## config.mk

```make
export PLATFORM = sky130hd
export DESIGN_NAME = e1000_tx_fetch_sched
export DESIGN_NICKNAME = d
export VERILOG_FILES = /design/src/rtl/e1000_tx_fetch_sched.sv
export SDC_FILE = /design/constraint.sdc
export NUM_CORES = 1
export LEC_CHECK = 0
export BUFFER_PORTS_ARGS = -buffer_cell sky130_fd_sc_hd__buf_2
export CAP_MARGIN = 25
export CORE_MARGIN = 2
export CORE_UTILIZATION = 25
export DETAILED_ROUTE_END_ITERATION = 8
export GPL_ROUTABILITY_DRIVEN = 0
export PLACE_DENSITY_LB_ADDON = 0.3
export SETUP_SLACK_MARGIN = 0.4
export SLEW_MARGIN = 20
export SYNTH_ARGS = -nofsm -noshare
export SYNTH_HDL_FRONTEND = slang
export SYNTH_SLANG_ARGS = --single-unit
```

## constraint.sdc

```tcl
create_clock -name clk -period 20.2 [get_ports clk]
set_clock_uncertainty 0.1 [all_clocks]
set_input_delay 4.04 -clock clk [delete_from_list [all_inputs] [get_ports clk]]
set_output_delay 4.04 -clock clk [all_outputs]
set_load 0.01 [all_outputs]
```

## src/rtl/e1000_tx_fetch_sched.sv

```systemverilog
// e1000_tx_fetch_sched
//   Transmit-descriptor fetch scheduler. Tracks the host TX descriptor ring
//   (ring_len / tdh / tail), decides when the bus-master reads descriptors
//   into the on-chip cache (PTHRESH/HTHRESH prefetch rules), splits bursts at
//   the ring end, advances the head as descriptors are retired and raises
//   TXQE / TXD_LOW / consume-error event pulses.
//
//   Optional feature macro: E1000_TXD_LOW_EN
//     defined   -> lwthresh compare and txd_low generation compiled in
//     undefined -> txd_low tied 0, lwthresh unused
//
// Ports
//   clk, rst          bus clock, synchronous active-high reset
//   enable            TCTL.EN
//   ring_len          ring size in descriptors
//   tdt, tdt_wr       tail write (ignored when tdt >= ring_len)
//   tdh_in, tdh_wr    head write, honoured only while enable=0
//   pthresh, hthresh  prefetch / host thresholds
//   lwthresh          low threshold in units of 8 descriptors
//   fetch_valid/ready request handshake to the bus-master
//   fetch_idx, fetch_cnt  first index and length of the burst
//   fetch_done        whole accepted burst landed in the cache
//   desc_consume      datapath retired one descriptor
//   tdh, cache_level  current head, valid descriptors in the cache
//   txqe, txd_low, consume_err  one-cycle event pulses

module e1000_tx_fetch_sched #(
    parameter int unsigned CACHE_DEPTH = 16,
    parameter int unsigned MAX_BURST   = 8
) (
    input  logic        clk,
    input  logic        rst,
    input  logic        enable,
    input  logic [15:0] ring_len,
    input  logic [15:0] tdt,
    input  logic        tdt_wr,
    input  logic [15:0] tdh_in,
    input  logic        tdh_wr,
    input  logic [5:0]  pthresh,
    input  logic [5:0]  hthresh,
    input  logic [6:0]  lwthresh,
    output logic        fetch_valid,
    input  logic        fetch_ready,
    output logic [15:0] fetch_idx,
    output logic [6:0]  fetch_cnt,
    input  logic        fetch_done,
    input  logic        desc_consume,
    output logic [15:0] tdh,
    output logic [6:0]  cache_level,
    output logic        txqe,
    output logic        txd_low,
    output logic        consume_err
);

    typedef enum logic [1:0] {
        ST_IDLE = 2'd0,
        ST_REQ  = 2'd1,
        ST_WAIT = 2'd2
    } state_t;

    state_t      state;
    logic [15:0] tail_q;
    logic [15:0] fptr;
    logic [6:0]  inflight;

    // Forward distance from b to a around a ring of len entries.
    function automatic logic [15:0] ring_dist(input logic [15:0] a,
                                              input logic [15:0] b,
                                              input logic [15:0] len);
        return (a >= b) ? (a - b) : (a + len - b);
    endfunction

    logic [15:0] unfetched;
    logic [15:0] free_slots;
    logic [15:0] to_end;
    logic [15:0] burst_len;
    logic        thresh_ok;
    logic        start_fetch;
    logic        consume_ok;
    logic [15:0] tdh_inc;
    logic [15:0] tdh_nxt;
    logic [6:0]  done_add;
    logic [6:0]  level_nxt;
    logic        flush;
    logic [16:0] fetch_end;
    logic [15:0] fptr_adv;

    always_comb begin
        unfetched  = ring_dist(tail_q, fptr, ring_len);
        free_slots = 16'(CACHE_DEPTH) - {9'd0, cache_level} - {9'd0, inflight};
        to_end     = ring_len - fptr;

        burst_len = unfetched;
        if (free_slots < burst_len)
            burst_len = free_slots;
        if (to_end < burst_len)
            burst_len = to_end;
        if (16'(MAX_BURST) < burst_len)
            burst_len = 16'(MAX_BURST);

        // pthresh=0 disables the cache-level gate; hthresh=0 is trivially met.
        thresh_ok = ((pthresh == 6'd0) || (cache_level < {1'b0, pthresh})) &&
                    (unfetched >= {10'd0, hthresh});

        start_fetch = (state == ST_IDLE) && enable &&
                      (unfetched != 16'd0) && (free_slots != 16'd0) &&
                      ((cache_level == 7'd0) || thresh_ok);

        consume_ok = desc_consume && (cache_level != 7'd0);
        tdh_inc    = tdh + 16'd1;
        tdh_nxt    = tdh;
        if (consume_ok)
            tdh_nxt = (tdh_inc == ring_len) ? 16'd0 : tdh_inc;

        done_add  = ((state == ST_WAIT) && fetch_done) ? inflight : 7'd0;
        level_nxt = cache_level + done_add - {6'd0, consume_ok};

        flush = (state == ST_IDLE) && !enable;

        fetch_end = {1'b0, fptr} + {10'd0, fetch_cnt};
        fptr_adv  = (fetch_end == {1'b0, ring_len}) ? 16'd0 : fetch_end[15:0];
    end

    always_ff @(posedge clk) begin
        if (rst) begin
            state       <= ST_IDLE;
            tail_q      <= '0;
            tdh         <= '0;
            fptr        <= '0;
            cache_level <= '0;
            inflight    <= '0;
            fetch_valid <= 1'b0;
            fetch_idx   <= '0;
            fetch_cnt   <= '0;
            txqe        <= 1'b0;
            consume_err <= 1'b0;
        end else begin
            consume_err <= desc_consume && (cache_level == 7'd0);
            txqe        <= consume_ok && (tdh_nxt == tail_q);

            if (tdt_wr && (tdt < ring_len))
                tail_q <= tdt;

            tdh         <= tdh_nxt;
            cache_level <= level_nxt;

            case (state)
                ST_IDLE: begin
                    if (start_fetch) begin
                        fetch_idx   <= fptr;
                        fetch_cnt   <= burst_len[6:0];
                        fetch_valid <= 1'b1;
                        state       <= ST_REQ;
                    end
                end
                ST_REQ: begin
                    if (fetch_ready) begin
                        inflight    <= fetch_cnt;
                        fptr        <= fptr_adv;
                        fetch_valid <= 1'b0;
                        state       <= ST_WAIT;
                    end
                end
                ST_WAIT: begin
                    if (fetch_done) begin
                        inflight <= '0;
                        state    <= ST_IDLE;
                    end
                end
                default: begin
                    state       <= ST_IDLE;
                    fetch_valid <= 1'b0;
                end
            endcase

            // Disabled and idle: drop cached descriptors and refetch from head.
            if (flush) begin
                cache_level <= '0;
                fptr        <= tdh_nxt;
            end

            if (tdh_wr && !enable) begin
                tdh         <= tdh_in;
                fptr        <= tdh_in;
                cache_level <= '0;
            end
        end
    end

`ifdef E1000_TXD_LOW_EN
    logic [15:0] low_mark;
    logic [15:0] pend_old;
    logic [15:0] pend_new;

    always_comb begin
        low_mark = {6'd0, lwthresh, 3'b000};
        pend_old = ring_dist(tail_q, tdh, ring_len);
        pend_new = ring_dist(tail_q, tdh_nxt, ring_len);
    end

    always_ff @(posedge clk) begin
        if (rst)
            txd_low <= 1'b0;
        else
            txd_low <= consume_ok && (lwthresh != 7'd0) &&
                       (pend_new < low_mark) && (pend_old >= low_mark);
    end
`else
    logic unused_lwthresh;
    assign unused_lwthresh = ^lwthresh;
    assign txd_low = 1'b0;
`endif

endmodule

```

# Word level (Yosys, flattened, before mapping)
# Index checks and enable logic that the tools add are counted.
[word_totals]
word_cells = 90
output_inout_bits = 50
reg_bits = 90
in_bits = 75
[classes]
n_reduce_logical = 30
n_eq_ne = 8
n_addsub = 10
muxes = 23
magnitude_cmp = 7
bitwise = 1
[op_table]
columns = ["op", "n"]
rows = [
  ["16-bit two-way mux", 11],
  ["16-bit less-than comparator", 3],
  ["16-bit subtractor", 3],
  ["16-bit == test", 2],
  ["16-bit nonzero test", 2],
  ["7-bit two-way mux", 4],
  ["16-bit by 7-bit adder with 17-bit output", 1],
  ["17-bit by 16-bit == test with 1-bit output", 1],
  ["16-bit by 1-bit adder with 16-bit output, second input constant", 1],
  ["16-bit adder", 1],
  ["16-bit greater-or-equal comparator", 1],
  ["16-bit by 6-bit greater-or-equal comparator with 1-bit output", 1],
  ["4-bit by 16-bit less-than comparator with 1-bit output, first input constant", 1],
  ["7-bit one-hot mux with 2 select lines", 1],
  ["1-bit logical AND", 12],
  ["3-bit AND reduction", 3],
  ["8-bit by 8-bit subtractor with 9-bit output", 1],
  ["5-bit by 7-bit subtractor with 8-bit output, first input constant", 1],
  ["7-bit adder", 1],
  ["7-bit zero test", 1],
  ["7-bit by 6-bit less-than comparator with 1-bit output", 1],
  ["7-bit nonzero test", 1],
  ["7-bit by 1-bit subtractor with 7-bit output", 1],
  ["6-bit zero test", 1],
  ["15 further kinds", 23],
]

# Depth between registers and ports, before layout
[logic_depth]
depth_word = 9
ltp_mapped = 37
depth_no_buf = 34

# Least setup slack after synthesis
# OpenSTA, ideal clock, no wires.
[synth_path]
kind = "input to register"
from = "input port ring_len[1]"
to = "register fetch_cnt[1]"
path_stages = 32
required_ps = 20014
arrival_time_ps = 10967
slack_ps = 9047
setup_time_ps = 86
path_buffers = 1
cell_sequence = "inv_1 -> fa_1 -> inv_1 -> fa_1 -> a21o_1 -> a22o_1 -> or3_1 -> o21a_1 -> mux2i_1 -> ha_1 -> a311oi_1 -> o2111ai_1 -> or4_1 -> o311a_1 -> o211a_1 -> a311o_1 -> a221oi_4 -> clkbuf_1 -> nand2_1 -> o21ai_0 -> ha_1 -> a21o_1 -> a21oi_1 -> nor2b_1 -> o21ai_0 -> nand2b_1 -> a21oi_1 -> o211ai_1 -> a21o_1 -> a21boi_2 -> or3b_2 -> a221oi_2"
[synth_via]
elab_chain_cells = 9
word_cells_on_any_way = 18
cone_classes = "add/sub (3); order compare (4); mux (4); reduce/logical (7)"
[synth_lines]
columns = ["element", "line", "source"]
rows = [
  ["from (decl)", "34", "input logic [15:0] ring_len,"],
  ["16-bit adder", "70", "return (a >= b) ? (a - b) : (a + len - b);"],
  ["16-bit subtractor", "70", ""],
  ["16-bit two-way mux", "70", ""],
  ["16-bit less-than comparator", "94", "if (free_slots < burst_len)"],
  ["16-bit two-way mux", "94", ""],
  ["16-bit less-than comparator", "96", "if (to_end < burst_len)"],
  ["16-bit two-way mux", "96", ""],
  ["4-bit by 16-bit less-than comparator with 1-bit output", "98", "if (16'(MAX_BURST) < burst_len)"],
  ["7-bit two-way mux", "98", ""],
  ["to (signal assigned)", "151", "fetch_cnt <= burst_len[6:0];"],
  ["to (decl)", "45", "output logic [6:0] fetch_cnt,"],
]
# Several ways; a longest one is shown, not always the timed one.
# A chain may end at the register's enable or synchronous reset.

# Worst setup path in the final report
# Ends and elaborated chain as after synthesis.

==> impl_metrics.toml <==
[timing]
max_slew_margin_pct = 25.0
max_freq_mhz = 80.7
tns_ns = 0
period_needed_ns = 12.40
min_period_over_period_pct = 61.4
slew_viol_final = 0
rsz0062_at_grt = "false"
tightest_slew_ns = 1.12
hold_viol_final = 0
setup_viol = 0

[layout]
syn_to_final_growth_pct = 13.9
drive_gt1_share_pct = 10.3
final_core_util_pct = 28.9
final_cell_mix = "inv_1 (145), nor2_1 (145), ha_1 (125), buf_2 (116), a21oi_1 (112)"
layout.nets = 1743
antenna_cells = 0

[cts]
cts_resized = 0
clock_sinks = 90
tritoncts = "done"
clock_latency_ns = 0.36
post_cts_buffers = 0
holdBufCountCts = 0
path_clk_slew_ns = 0.07
cts_inserted_buffers = 9
htree_levels = 3
ctsRootBufferMaster = "clkbuf_16"
cts_buffer_depth = 2

[power_and_ir_drop]
sw_frac_of_total_pct = 52.7
p_int_uw = 877
irDropWorstVdd_v = 0.0000815
pwr-share-comb_pct = 76.7
power_density_mw_per_mm2 = 149
pwr-share-seq_pct = 13.2
p_switching_uw = 979
pwr-share-clk_pct = 10.2
p_leak_uw = 0.00543

[detailed_routing]
drt_wl_total_microns = 40800
via_count = 11100
drt_iter0_markers = 898
vias_per_cell = 5.27
dr.pass1.iters = 5
ant_nets = 0
wl_per_cell_microns = 19.3
drcViolationCount = 0

[synthesis]
syn-cell-area_sq_mm = 0.0109
synth_compound_area_share_pct = 24.7
synth_xor_area_share_pct = 9.01
synth_top_family_by_area = "compound AO/OA/AOI/OAI gates"
muxShareOfSynthArea_pct = 3.78
synth_edf_count = 0
synth_adder_area_share_pct = 18.0
yosysTopAreaCell = "dfxtp_1"
ys_warn_count = 0
synth-simple-area-share_pct = 20.8
synth_ff_type = "dfxtp_1"
yosysUniqueCellTypes = 80
ys_ff_latch = 90
synth.top_cell.area_share_pct = 16.5
syn-instance-count = 1446
async_flop_share_pct = 0
mappedNetlistNets = 1666
syn_avg_cell_area_sq_um = 7.55
synth.area.top_cells = "dfxtp_1 (17%), ha_1 (14%), xnor2_1 (6.7%)"
synth.yosys.seq_area_share_pct = 16.5

[global_routing]
grt.total_usage_pct = 18.0
grt_overflow = 0
grt_pass1_wl_microns = 61800
first_global_vias = 10600
grt_antenna_before_repair = 0
grt_max_degree = 70

[status]
outcome = "completed"

[setup_path]
cp-start-kind = "input port"
worstSetupPathType = "input port to flip-flop"
cp.arrival_ns = 12.56
worstPathMaxFanout = 28
cp-end-kind = "flip-flop"
reg2reg_depth = 30
timing.critical_path.mode_cell = "a21o_1"
worstPathRequired_ns = 20.37
slowest_stage = "a221oi_4"
max_stage_delay_ns = 0.94

[floorplan]
die_w_microns = 213
ios = 125
die_area_sq_mm = 0.0453
initial_utilization_pct = 25.3
die_h_microns = 213
rows = 76
fp.coreArea_sq_mm = 0.0431

[hold_path]
min_path_cells = 2
hold_class = "flip-flop to flip-flop"

[place]
place.port_buffers = 116
hpwl_microns = 33100

[job]
cap_violations = 0
-- flip-flops by register name, indices dropped and copies added, names as in the netlist --
register,cells
fetch_valid,1
inflight,7
cache_level,7
consume_err,1
fetch_idx,16
state,2
tdh,16
fetch_cnt,7
fptr,16
tail_q,16
txqe,1
-- cells by family (layout without fill, tap and decap cells) --
kind of cell	count (synthesis)	count (layout)
other cells	1	1
flops	90	90
simple gates	463	463
mux	41	41
xor+xnor	106	106
fa+ha+maj	145	145
compound gates	395	395
buf+inv	205	287
-- per-stage QoR --
stage | hold WS [ns] | setup WS (ns) | instances | total power (uW) | area, sq um
finish | 0.358 | 7.80 | 2113 | 1860 | 12400
global route | 0.379 | 7.25 | 2113 | 2050 | 12400
CTS | 0.360 | 7.87 | 2111 | 1840 | 12400
detailed placement | 0.348 | 7.55 | 2095 | 1650 | 12100
global placement | 0.346 | 7.64 | 2094 | 1620 | 12100
floorplan | 0.381 | 9.05 | 1446 | 1290 | 10900
-- path summary, 6_finish.rpt --
check,startpoint,to,slack (ns)
min reg2reg,fetch_valid$_SDFFE_PP0P_,fetch_valid$_SDFFE_PP0P_,0.36
min,fetch_valid$_SDFFE_PP0P_,fetch_valid$_SDFFE_PP0P_,0.36
max reg2reg,fptr[9]$_SDFFE_PP0P_,fetch_cnt[1]$_SDFFE_PP0P_,10.67
max,ring_len[1],fetch_cnt[1]$_SDFFE_PP0P_,7.80
-- Yosys cell counts, drive strengths merged, types with 6 or more instances --
master,n
dfxtp,90
a21boi,9
nand3b,8
o211ai,15
nor3,47
a211oi,19
and3,18
nor4,16
o21bai,10
mux2i,39
or4,6
ha,125
nand2b,21
o311a,7
nor2b,16
a21oi,112
o311ai,7
a31oi,11
nand2,92
inv,145
and2,11
a21o,33
clkbuf,47
o31ai,10
a221oi,20
buf,12
nand4,15
fa,20
o21ai,67
nor2,146
or3,17
nand3,32
xnor2,83
o2111ai,6
o21a,16
xor2,19
a22oi,10
-- cell type report --
cell class / instances / area, sq um
Multi-Input combinational cell: 1151 / 8360
Inverter: 146 / 548
Sequential cell: 90 / 1800
Fill cell: 4705 / 30600
Tap cell: 585 / 732
Timing Repair Buffer: 125 / 676
Clock inverter: 7 / 92.6
Clock buffer: 9 / 225
-- worst max-delay path: cells and delay by family --
kind,cells,cell delay [ns]
buffers and inverters,3,0.51
and+or+nand+nor,6,1.60
AOI/OAI and AO/OA,18,4.46
muxes,1,0.35
adders and majority gates,4,1.62
-- routing by layer --
layer	up-vias	track usage (%)	part of all wire, %
met5	-	0	0
met3	60	3.24	6.9
li1	5349	-	-
met1	5322	23.8	45
met2	397	29.5	45
met4	0	6.44	3.0
-- power by group through the flow --
| stage | clock network [uW] | logic [uW] | registers (uW) |
|---|---|---|---|
| 2_1_floorplan | 0 | 1050 | 235 |
| 3_3_place_gp | 0 | 1380 | 247 |
| 3_5_place_dp | 0 | 1400 | 248 |
| 4_1_cts | 193 | 1410 | 244 |
| 5_1_grt | 200 | 1600 | 248 |
| 6_report | 188 | 1420 | 245 |
Note: power is estimated with default switching activity, not from simulation.
